`src/rtl/pipe_stage_buf_pkg.sv`:
```
// Shared definitions for the pipeline stage buffers: state encoding, per-boundary
// bundle widths and the no-op control encoding driven while a stage is empty.
package pipe_stage_buf_pkg;

    typedef enum logic [1:0] {
        ST_EMPTY = 2'd0,
        ST_ONE   = 2'd1,
        ST_TWO   = 2'd2
    } state_e;

    // Bundle widths at each pipeline boundary (data is 32-bit words).
    localparam int unsigned IF_ID_CTRL_W  = 1;
    localparam int unsigned IF_ID_DATA_W  = 64;
    localparam int unsigned ID_EX_CTRL_W  = 14;
    localparam int unsigned ID_EX_DATA_W  = 128;
    localparam int unsigned EX_MEM_CTRL_W = 8;
    localparam int unsigned EX_MEM_DATA_W = 96;
    localparam int unsigned MEM_WB_CTRL_W = 3;
    localparam int unsigned MEM_WB_DATA_W = 64;

    localparam int unsigned CTRL_W_DEFAULT = ID_EX_CTRL_W;
    localparam int unsigned DATA_W_DEFAULT = ID_EX_DATA_W;

    // All-zero control: no regWrt, no memWrite, no branch/jump.
    localparam logic [CTRL_W_DEFAULT-1:0] BUBBLE_NOP = '0;

endpackage

```
`src/rtl/pipe_stage_buf.sv`:
```
// Flow-controlled pipeline stage register with flush, bubble insertion on empty and an
// optional skid entry so that in_ready is a function of registered state only.
module pipe_stage_buf
    import pipe_stage_buf_pkg::*;
#(
    parameter int unsigned       CTRL_W      = CTRL_W_DEFAULT,
    parameter int unsigned       DATA_W      = DATA_W_DEFAULT,
    parameter int unsigned       SKID        = 1,
    parameter logic [CTRL_W-1:0] BUBBLE_CTRL = CTRL_W'(BUBBLE_NOP)
) (
    input  logic              clock,
    input  logic              reset,
    input  logic              flush,
    input  logic              in_valid,
    output logic              in_ready,
    input  logic [CTRL_W-1:0] in_ctrl,
    input  logic [DATA_W-1:0] in_data,
    output logic              out_valid,
    input  logic              out_ready,
    output logic [CTRL_W-1:0] out_ctrl,
    output logic [DATA_W-1:0] out_data,
    output logic [1:0]        occupancy
);

    state_e            state_q;
    logic [CTRL_W-1:0] main_ctrl_q;
    logic [DATA_W-1:0] main_data_q;
    logic [CTRL_W-1:0] skid_ctrl_q;
    logic [DATA_W-1:0] skid_data_q;
    logic              accept;
    logic              drain;

    assign out_valid = (state_q != ST_EMPTY);
    assign accept    = in_valid & in_ready;
    assign drain     = out_valid & out_ready;
    assign occupancy = state_q;

    // Downstream must never see a stale regWrt/memWrite while the stage is empty.
    assign out_ctrl  = out_valid ? main_ctrl_q : BUBBLE_CTRL;
    assign out_data  = main_data_q;

    always_ff @(posedge clock or posedge reset) begin
        if (reset) begin
            state_q     <= ST_EMPTY;
            main_ctrl_q <= '0;
            main_data_q <= '0;
        end else if (flush) begin
            state_q <= ST_EMPTY;
        end else begin
            case (state_q)
                ST_EMPTY: begin
                    if (accept) begin
                        state_q     <= ST_ONE;
                        main_ctrl_q <= in_ctrl;
                        main_data_q <= in_data;
                    end
                end
                ST_ONE: begin
                    if (accept && drain) begin
                        main_ctrl_q <= in_ctrl;
                        main_data_q <= in_data;
                    end else if (accept && (SKID != 0)) begin
                        state_q <= ST_TWO;
                    end else if (drain) begin
                        state_q <= ST_EMPTY;
                    end
                end
                ST_TWO: begin
                    if (drain) begin
                        state_q     <= ST_ONE;
                        main_ctrl_q <= skid_ctrl_q;
                        main_data_q <= skid_data_q;
                    end
                end
                default: state_q <= ST_EMPTY;
            endcase
        end
    end

    generate
        if (SKID != 0) begin : g_skid
            // Registered-state ready: the skid entry absorbs the one in-flight word.
            assign in_ready = (state_q != ST_TWO);

            always_ff @(posedge clock or posedge reset) begin
                if (reset) begin
                    skid_ctrl_q <= '0;
                    skid_data_q <= '0;
                end else if (!flush && (state_q == ST_ONE) && accept && !drain) begin
                    skid_ctrl_q <= in_ctrl;
                    skid_data_q <= in_data;
                end
            end
        end else begin : g_no_skid
            assign in_ready    = !out_valid | out_ready;
            assign skid_ctrl_q = '0;
            assign skid_data_q = '0;
        end
    endgenerate

endmodule

```
`config.mk`:
```
export PLATFORM = sky130hd
export DESIGN_NAME = pipe_stage_buf
export DESIGN_NICKNAME = d
export VERILOG_FILES = /design/src/rtl/pipe_stage_buf_pkg.sv /design/src/rtl/pipe_stage_buf.sv
export SDC_FILE = /design/constraint.sdc
export NUM_CORES = 1
export LEC_CHECK = 0
export CAP_MARGIN = 20
export CORE_AREA = 2 2 163 165
export CTS_CLUSTER_DIAMETER = 200
export CTS_CLUSTER_SIZE = 12
export DETAILED_ROUTE_END_ITERATION = 8
export DIE_AREA = 0 0 165 167
export DONT_BUFFER_PORTS = 1
export GPL_TIMING_DRIVEN = 0
export PLACE_DENSITY = 0.62
export SYNTH_ARGS = -nofsm -noshare
export SYNTH_HDL_FRONTEND = slang
export SYNTH_SLANG_ARGS = --single-unit
```
`constraint.sdc`:
```
create_clock -name clock -period 12.7 [get_ports clock]
set_input_delay 3.81 -clock clock [delete_from_list [all_inputs] [get_ports clock]]
set_output_delay 3.81 -clock clock [all_outputs]
set_load 0.005 [all_outputs]
```
==> summary.md, run 1 <==
| Metric | Value |
|---|---|
| Total CTS buffers | 27 |
| GRT overflow | 0 |
| Routed wire length | 28500 um |
| Pre-antenna DRT Iters | 4 |
| # diodes | 0 |
| Hpwl dp | 19600 um |
| Hold crit path type | register to register |
| Worst reg2reg setup slack | 10260 ps |
| Cells after Synth | 1089 |
| Synthesized area | 12800 um2 |
| Area leader, netlist | dfrtp_1 |
| Utilization after layout | 0.542 |
| Share of layout cells above drive strength 1 | 0.315 |
| CP max stage cell | dfrtp_1 |
| Async S/R FF share, synth | 1.00 |
| Worst-Skew Late Latency | 540 ps |
| Levels on crit path | 3 |
| P_leak | 6.72 nW |
| Initial antenna violation count | 0 |
| Worst path buffer plus inverter count | 1 |
| Initial Utilization | 0.496 |
| Crit end category | primary output |
| Worst Reg2Reg Path Length in Cells | 5 |
| FF+latch area | 7160 um2 |
| Final GP Congestion | 0.739 |
| Vias post-DR | 7590 |
| Run status | complete, no violations |
| Final slew viol count | 0 |
| Post-CTS Setup Bufs | 0 |
| Crit Reg-Reg Endpoint | skid_data_q[2] |
| First-pass GRT wire length | 44600 um |
| Vias in the first global route | 7796 |
| Final min period | 5910 ps |
| Global Route Usage Sum | 0.206 |
| Final #Nets | 1267 |
| Seq/Total Area, Yosys | 0.560 |
| Final Hold Vio Count | 0 |
| Worst-case clock buffer depth | 3 |
| Power per cell area | 167 nW/um2 |
| Syn Nets | 1236 |
| Post-CTS Hold Buffers | 0 |
| RSZ-0062 raised after global routing | no |
| Non-Filler Instances | 1455 |
| Final period util | 0.465 |
| DIE WIDTH | 165 um |
| Clock skew | 15.8 ps |
| CP Capture Point | out_ctrl[10] |
| Crit path kind | register to primary output |
| Post-route cell area | 14000 um2 |
| Tot Pwr | 2.33 mW |
| Via/cell ratio | 5.22 |
| Crit path launch | occupancy[0] |
| Rel. slew slack | 0.571 |
| Worst Path Arrival | 2100 ps |
| Critical path, cell by cell | nor2_1, clkbuf_1, nor2b_1 |
| Least-Margin Pin Slew | 643 ps |
| Top post-synthesis cells by area | dfrtp_1, mux2_2, nand2_1 |
| # clock sinks | 286 |
| Synthesized area per cell | 11.7 um2 |
| Pin count of the biggest net entering global routing | 106 |
| Layout filler cell count | 2199 |
| Die Y | 167 um |
| Worst path max stage delay | 480 ps |
| TritonCTS clock tree | built |
| Fmax | 169 MHz |
| Share of the synthesized area in the top cell type | 0.560 |
| Placed cell area | 13300 um2 |
| Max-cap violations | 0 |
| Number of synthesized flops with an enable pin | 0 |
| Final TNS setup | 0 ps |
| Largest delay share family, worst path | simple AND/OR/NAND/NOR gates |
| Top Ports | 293 |
| Unique masters post-synth | 21 |
| VDD IR max | 0.105 mV |
| IO buf count | 0 |
| Worst-path clk slew | 60 ps |
| Crit Path Max Fanout | 10 |
| Reg-to-reg critical path startpoint | occupancy[1] |
| Drt initial violations | 411 |
| DRC | 0 |
| H-tree levels | 1 |
| Clk root buf | clkbuf_16 |
| ANT nets after route | 0 |
| Wire per inst | 19.6 um |
| Core area | 25800 um2 |
| Yosys Warn Count | 0 |
| Post-Place Cells | 1426 |
| Crit path launch type | register |
| Multi-input gate area | 5280 um2 |
| Row cnt | 59 |
| Data required, critical path | 8890 ps |
| Die footprint | 27600 um2 |
| Main synth FF type | dfrtp_1 |
| Final setup viols | 0 |
| FF+latch count, synth | 286 |
| Area growth from synthesis to layout | 9.23% |
| # resized after CTS | 0 |
layout make-up:
| class | count | share of cell area |
|---|---|---|
| Sequential cell | 286 | 0.513 |
| Clock buffer | 28 | 0.0494 |
| Multi-Input combinational cell | 738 | 0.378 |
| Tap cell | 335 | 0.0300 |
| Buffer | 62 | 0.0238 |
| Timing Repair Buffer | 2 | 0.00394 |
| Inverter | 3 | 0.00134 |
| Clock inverter | 1 | 0.000628 |
flip-flops by register name (all words and copies together), names as in the netlist:
name,cells
occupancy,2
out_data,128
skid_data_q,128
main_ctrl_q,14
skid_ctrl_q,14
Yosys cell counts, types with 2 or more instances:
cell      number
dfrtp_1      286
nor2b_1       15
inv_1          2
nor2_1         4
clkbuf_1      20
buf_6          9
nand2_1      426
buf_1          8
mux2_2       204
mux2_4        80
buf_2         25
kinds of logic (layout without fill, tap and decap cells):
group	after synthesis	count (layout)	synth area share
muxes	285	285	0.275
and+or+nand+nor	449	449	0.136
DFF	286	286	0.560
buffers and inverters	65	96	0.0268
AOI/OAI and AO/OA	4	4	0.00294
stage by stage:
step           worst slack, ps  hold WS [ps]
3_5_place_dp              6840           488
6_report                  6790           498
3_3_place_gp             -2340           485
4_1_cts                   6790           502
2_1_floorplan              998           473
5_1_grt                   6710           514
power by group:
group / internal (mW) / switching (mW)
Clock: 0.379 / 0.320
Sequential: 1.14 / 0.145
Combinational: 0.230 / 0.122
cells in the final DEF, fill, tap and decap left out, drive strengths merged:
master    n
o21a      1
dfrtp   286
buf      44
nor2b    15
a21oi     2
inv       4
nand2b    1
clkbuf   48
nor2      4
nand3     1
and2b     1
nor3      1
o21ai     1
mux2    284
nand2   426
mux2i     1
routing by layer:
metal | up-vias | track usage | routed length [um]
li1 | 3601 | - | -
met1 | 3698 | 0.258 | 11300
met2 | 252 | 0.324 | 12900
met3 | 39 | 0.0996 | 3610
met4 | 0 | 0.0450 | 596
met5 | - | 0.00182 | 0
worst min-delay path by stage:
stage	startpoint	end	slack, ps	depth (start not counted)
6_report	main_ctrl_q[10]	main_ctrl_q[10]	500	1
2_1_floorplan	main_ctrl_q[13]	main_ctrl_q[13]	470	1
3_3_place_gp	main_ctrl_q[9]	main_ctrl_q[9]	480	1
5_1_grt	main_ctrl_q[9]	main_ctrl_q[9]	510	1
4_1_cts	main_ctrl_q[9]	main_ctrl_q[9]	500	1
3_5_place_dp	main_ctrl_q[9]	main_ctrl_q[9]	490	1
Power figures use the tool's default switching activity.
==> run 2, diff against run 1 <==
==> constraint.sdc (replaced) <==
create_clock -name clock -period 5.6 [get_ports clock]
set_input_delay 1.68 -clock clock [delete_from_list [all_inputs] [get_ports clock]]
set_output_delay 1.68 -clock clock [all_outputs]
set_load 0.005 [all_outputs]
==> summary.md, run 2 (same netlist as run 1, synthesis figures left out) <==
| Metric | Value |
|---|---|
| Multi-input gate area | 5280 um2 |
| # resized after CTS | 0 |
| Share of layout cells above drive strength 1 | 0.319 |
| Pre-antenna DRT Iters | 4 |
| Worst-Skew Late Latency | 530 ps |
| Pin count of the biggest net entering global routing | 42 |
| Post-route cell area | 14100 um2 |
| ANT nets after route | 0 |
| Worst path buffer plus inverter count | 3 |
| Wire per inst | 19.6 um |
| Post-CTS Hold Buffers | 0 |
| Routed wire length | 28600 um |
| RSZ-0062 raised after global routing | no |
| Most common cell after layout, fill and taps aside | nand2_1 |
| Worst-path clk slew | 60 ps |
| Clk root buf | clkbuf_16 |
| CP max stage cell | dfrtp_1 |
| Critical path, cell by cell | nor2b_1, buf_2, inv_2, clkbuf_1 |
| Fmax | 268 MHz |
| Final #Nets | 1273 |
| Final setup viols | 0 |
| Post-CTS Setup Bufs | 0 |
| Top Ports | 293 |
| Final period util | 0.665 |
| Die Y | 167 um |
| Switching pwr | 1.34 mW |
| Rel. slew slack | 0.611 |
| VDD IR max | 0.327 mV |
| GRT overflow | 0 |
| Area growth from synthesis to layout | 10.1% |
| # diodes | 0 |
| Switching part of the total | 0.253 |
| Initial antenna violation count | 0 |
| Most frequent cells in the layout | nand2_1, dfrtp_1, mux2_2 |
| Seq pwr share | 0.547 |
| Non-Filler Instances | 1461 |
| Clock Power Share | 0.301 |
| Run status | complete, no violations |
| Final Hold Vio Count | 0 |
| Crit path launch type | register |
| Placed cell area | 13400 um2 |
| Layout filler cell count | 2165 |
| Crit path kind | register to primary output |
| Drt initial violations | 309 |
| Largest delay share family, worst path | buffers and inverters |
| Worst Path Arrival | 2050 ps |
| TritonCTS clock tree | built |
| Least-Margin Pin Slew | 583 ps |
| Vias in the first global route | 7986 |
| # clock sinks | 286 |
| Combinational Power Share | 0.153 |
| Global Route Usage Sum | 0.208 |
| Crit Path Max Fanout | 10 |
| Row cnt | 59 |
| Total CTS buffers | 27 |
| Die footprint | 27600 um2 |
| Clock skew | 16.2 ps |
| First-pass GRT wire length | 45200 um |
| Final GP Congestion | 0.750 |
| Final min period | 3730 ps |
| Internal power | 3.97 mW |
| Max-cap violations | 0 |
| FF+latch area | 7160 um2 |
| Data required, critical path | 3920 ps |
| Power per cell area | 377 nW/um2 |
| Final slew viol count | 0 |
| Initial Utilization | 0.496 |
| DRC | 0 |
| Crit end category | primary output |
| DIE WIDTH | 165 um |
| P_leak | 6.77 nW |
| Via/cell ratio | 5.24 |
| Hold crit path type | register to register |
| Worst path max stage delay | 450 ps |
| Hpwl dp | 20400 um |
| Post-Place Cells | 1432 |
| Core area | 25800 um2 |
| H-tree levels | 1 |
| Vias post-DR | 7662 |
| Worst-case clock buffer depth | 3 |
| IO buf count | 0 |
-- run 2: final timing paths --
kind / startpoint / end / slack (ps) / cells past startpoint
max in group asynchronous: reset / out_data[101] / 3610 / 4
hold / removal: main_ctrl_q[9] / main_ctrl_q[9] / 500 / 1
hold reg to reg: main_ctrl_q[9] / main_ctrl_q[9] / 500 / 1
setup / recovery: occupancy[1] / in_ready / 1870 / 4
setup reg to reg: occupancy[1] / skid_data_q[0] / 3090 / 5
min in group asynchronous: reset / out_data[73] / 960 / 1
-- run 2: worst register-to-register path, stage by stage, from the launching register on --
cell	delay [ps]
dfrtp_1	450
and2b_1	260
nand3_1	440
buf_2	470
buf_2	370
mux2_2	380
-- run 2: metal layers --
| metal | up-vias | global-route usage | wire, um |
|---|---|---|---|
| met5 | - | 0.00182 | 0 |
| met4 | 0 | 0.0461 | 590 |
| met3 | 31 | 0.0919 | 3350 |
| met2 | 239 | 0.342 | 13300 |
| met1 | 3770 | 0.252 | 11400 |
| li1 | 3622 | - | - |
-- run 2: area by class of cell --
class / count / area share
flip-flops and latches: 286 / 0.509
clock buffers: 28 / 0.0490
clock inverters: 1 / 0.000623
plain buffers: 62 / 0.0236
inverters: 3 / 0.00107
well taps: 335 / 0.0298
repair buffers: 8 / 0.0119
multi-input cells: 738 / 0.375
-- run 2: stage by stage --
step | hold slack, ps | worst slack, ps | setup TNS [ps] | power [mW] | utilization
2_1_floorplan | 473 | 129 | 0 | 3.54 | -
3_3_place_gp | 484 | -1590 | -444670 | 3.71 | 0.512
3_5_place_dp | 487 | 1890 | 0 | 3.76 | 0.519
4_1_cts | 504 | 1800 | 0 | 5.38 | 0.546
5_1_grt | 512 | 1740 | 0 | 5.60 | 0.546
6_report | 500 | 1870 | 0 | 5.31 | 0.546
-- run 2: power groups by stage --
| stage | combinational (mW) | clock [mW] | sequential [mW] |
|---|---|---|---|
| 6_report | 0.811 | 1.60 | 2.90 |
| 5_1_grt | 0.899 | 1.73 | 2.97 |
| 4_1_cts | 0.827 | 1.65 | 2.91 |
| 3_5_place_dp | 0.825 | 0 | 2.94 |
| 3_3_place_gp | 0.781 | 0 | 2.92 |
| 2_1_floorplan | 0.709 | 0 | 2.83 |
==> run 3, diff against run 2 <==
--- a/config.mk
+++ b/config.mk
@@ -13,7 +13,7 @@
 export DIE_AREA = 0 0 165 167
 export DONT_BUFFER_PORTS = 1
 export GPL_TIMING_DRIVEN = 0
-export PLACE_DENSITY = 0.62
+export PLACE_DENSITY = 0.64
 export SYNTH_ARGS = -nofsm -noshare
 export SYNTH_HDL_FRONTEND = slang
 export SYNTH_SLANG_ARGS = --single-unit
==> constraint.sdc (replaced) <==
create_clock -name clock -period 3.4 [get_ports clock]
set_input_delay 1.02 -clock clock [delete_from_list [all_inputs] [get_ports clock]]
set_output_delay 1.02 -clock clock [all_outputs]
set_load 0.005 [all_outputs]
==> summary.md, run 3 (same netlist as run 1, synthesis figures left out) <==
| Metric | Value |
|---|---|
| Post-CTS Setup Bufs | 0 |
| Crit Reg-Reg Endpoint | skid_ctrl_q[5] |
| Via/cell ratio | 5.30 |
| Total CTS buffers | 27 |
| Pin count of the biggest net entering global routing | 43 |
| Rel. slew slack | 0.616 |
| Placed cell area | 13400 um2 |
| RSZ-0062 raised after global routing | no |
| Drt initial violations | 285 |
| # resized after CTS | 0 |
| VDD IR max | 0.433 mV |
| Pre-antenna DRT Iters | 6 |
| Wire per inst | 19.5 um |
| First-pass GRT wire length | 44900 um |
| Final Hold Vio Count | 0 |
| Worst-case clock buffer depth | 3 |
| Post-route cell area | 14000 um2 |
| Vias in the first global route | 8084 |
| Final GP Congestion | 0.770 |
| DIE WIDTH | 165 um |
| Hold crit path type | primary input to async pin |
| DRC | 0 |
| Clock skew | 11.6 ps |
| PnR worst setup slack | 373 ps |
| Hpwl dp | 20400 um |
| Max-cap violations | 0 |
| Initial antenna violation count | 0 |
| Row cnt | 59 |
| Top Ports | 293 |
| Core area | 25800 um2 |
| Data required, critical path | 2380 ps |
| Area growth from synthesis to layout | 9.96% |
| Worst reg2reg setup slack | 990 ps |
| Combinational Power Share | 0.153 |
| Final min period | 3030 ps |
| TritonCTS clock tree | built |
| Die footprint | 27600 um2 |
| P_leak | 6.76 nW |
| Initial Utilization | 0.496 |
| Post-CTS Hold Buffers | 0 |
| Share of layout cells above drive strength 1 | 0.318 |
| Final slew viol count | 0 |
| Crit path kind | register to primary output |
| Switching part of the total | 0.250 |
| Pre-CTS setup slack | 459 ps |
| Crit path launch type | register |
| Global Route Usage Sum | 0.206 |
| # clock sinks | 286 |
| Switching pwr | 2.18 mW |
| Seq pwr share | 0.549 |
| Layout filler cell count | 2212 |
| Final TNS setup | 0 ps |
| Worst Reg2Reg Path Length in Cells | 5 |
| Fmax | 330 MHz |
| IO buf count | 0 |
| Run status | complete, no violations |
| Vias post-DR | 7737 |
| ANT nets after route | 0 |
| Most common cell after layout, fill and taps aside | nand2_1 |
| Crit end category | primary output |
| Worst-Skew Late Latency | 530 ps |
| Internal power | 6.53 mW |
| Worst-path clk slew | 60 ps |
| Power per cell area | 620 nW/um2 |
| Reg-to-reg critical path startpoint | occupancy[1] |
| Final period util | 0.890 |
| Clk root buf | clkbuf_16 |
| Worst Path Arrival | 2010 ps |
| Most frequent cells in the layout | nand2_1, dfrtp_1, mux2_2 |
| # diodes | 0 |
| Crit Path Max Fanout | 10 |
| Least-Margin Pin Slew | 574 ps |
| H-tree levels | 1 |
| GRT overflow | 0 |
| Final #Nets | 1273 |
| Routed wire length | 28400 um |
| Final setup viols | 0 |
| Clock Power Share | 0.297 |
| Die Y | 167 um |
## run 3: changes by cell type in the layout (fill, tap and decap cells not counted), sizes merged
cell,previous run,this run
inv,3,2
## run 3: worst max path at each step
stage / startpoint / endpoint / slack [ps] / depth (start not counted)
final: occupancy[1] / in_ready / 370 / 4
after global routing: occupancy[0] / out_ctrl[11] / 220 / 3
after CTS: occupancy[1] / in_ready / 300 / 4
after detailed placement: in_valid / skid_ctrl_q[5] / 460 / 5
after global placement: reset / out_data[96] / -3070 / 1
after floorplan: reset / main_ctrl_q[0] / -1410 / 1
## run 3: per-layer routing
layer / wire length (um) / global-route usage
met1: 11200 / 0.250
met2: 12900 / 0.329
met3: 3610 / 0.0974
met4: 747 / 0.0541
met5: 0 / 0
## run 3: layout make-up
cell class,count,area [um2],area share
tap,335,419,0.0298
buffer,62,332,0.0236
inverter,3,15.0,0.00107
sequential,286,7160,0.509
timing repair buffer,8,160,0.0114
clock buffer,28,689,0.0491
multi-input combinational,738,5280,0.376
## run 3: per-stage QoR
stage | total power, mW | hold WS, ps | utilization | std cells
after floorplan | 5.82 | 473 | - | 1089
after global placement | 6.10 | 485 | 0.512 | 1424
after detailed placement | 6.19 | 491 | 0.519 | 1432
after CTS | 8.83 | 409 | 0.545 | 1460
after global routing | 9.16 | 430 | 0.545 | 1460
final | 8.71 | 412 | 0.545 | 1460
## run 3: power groups by stage
stage | registers (mW) | clock network (mW) | logic, mW
6_report | 4.78 | 2.59 | 1.33
5_1_grt | 4.89 | 2.79 | 1.47
4_1_cts | 4.79 | 2.68 | 1.36
3_5_place_dp | 4.84 | 0 | 1.36
3_3_place_gp | 4.81 | 0 | 1.29
2_1_floorplan | 4.66 | 0 | 1.17
## run 3: critical path, cell delays in order, from the launching register on
cell,delay [ps]
dfrtp_1,440
nor2b_1,150
buf_2,230
inv_2,210
clkbuf_1,440
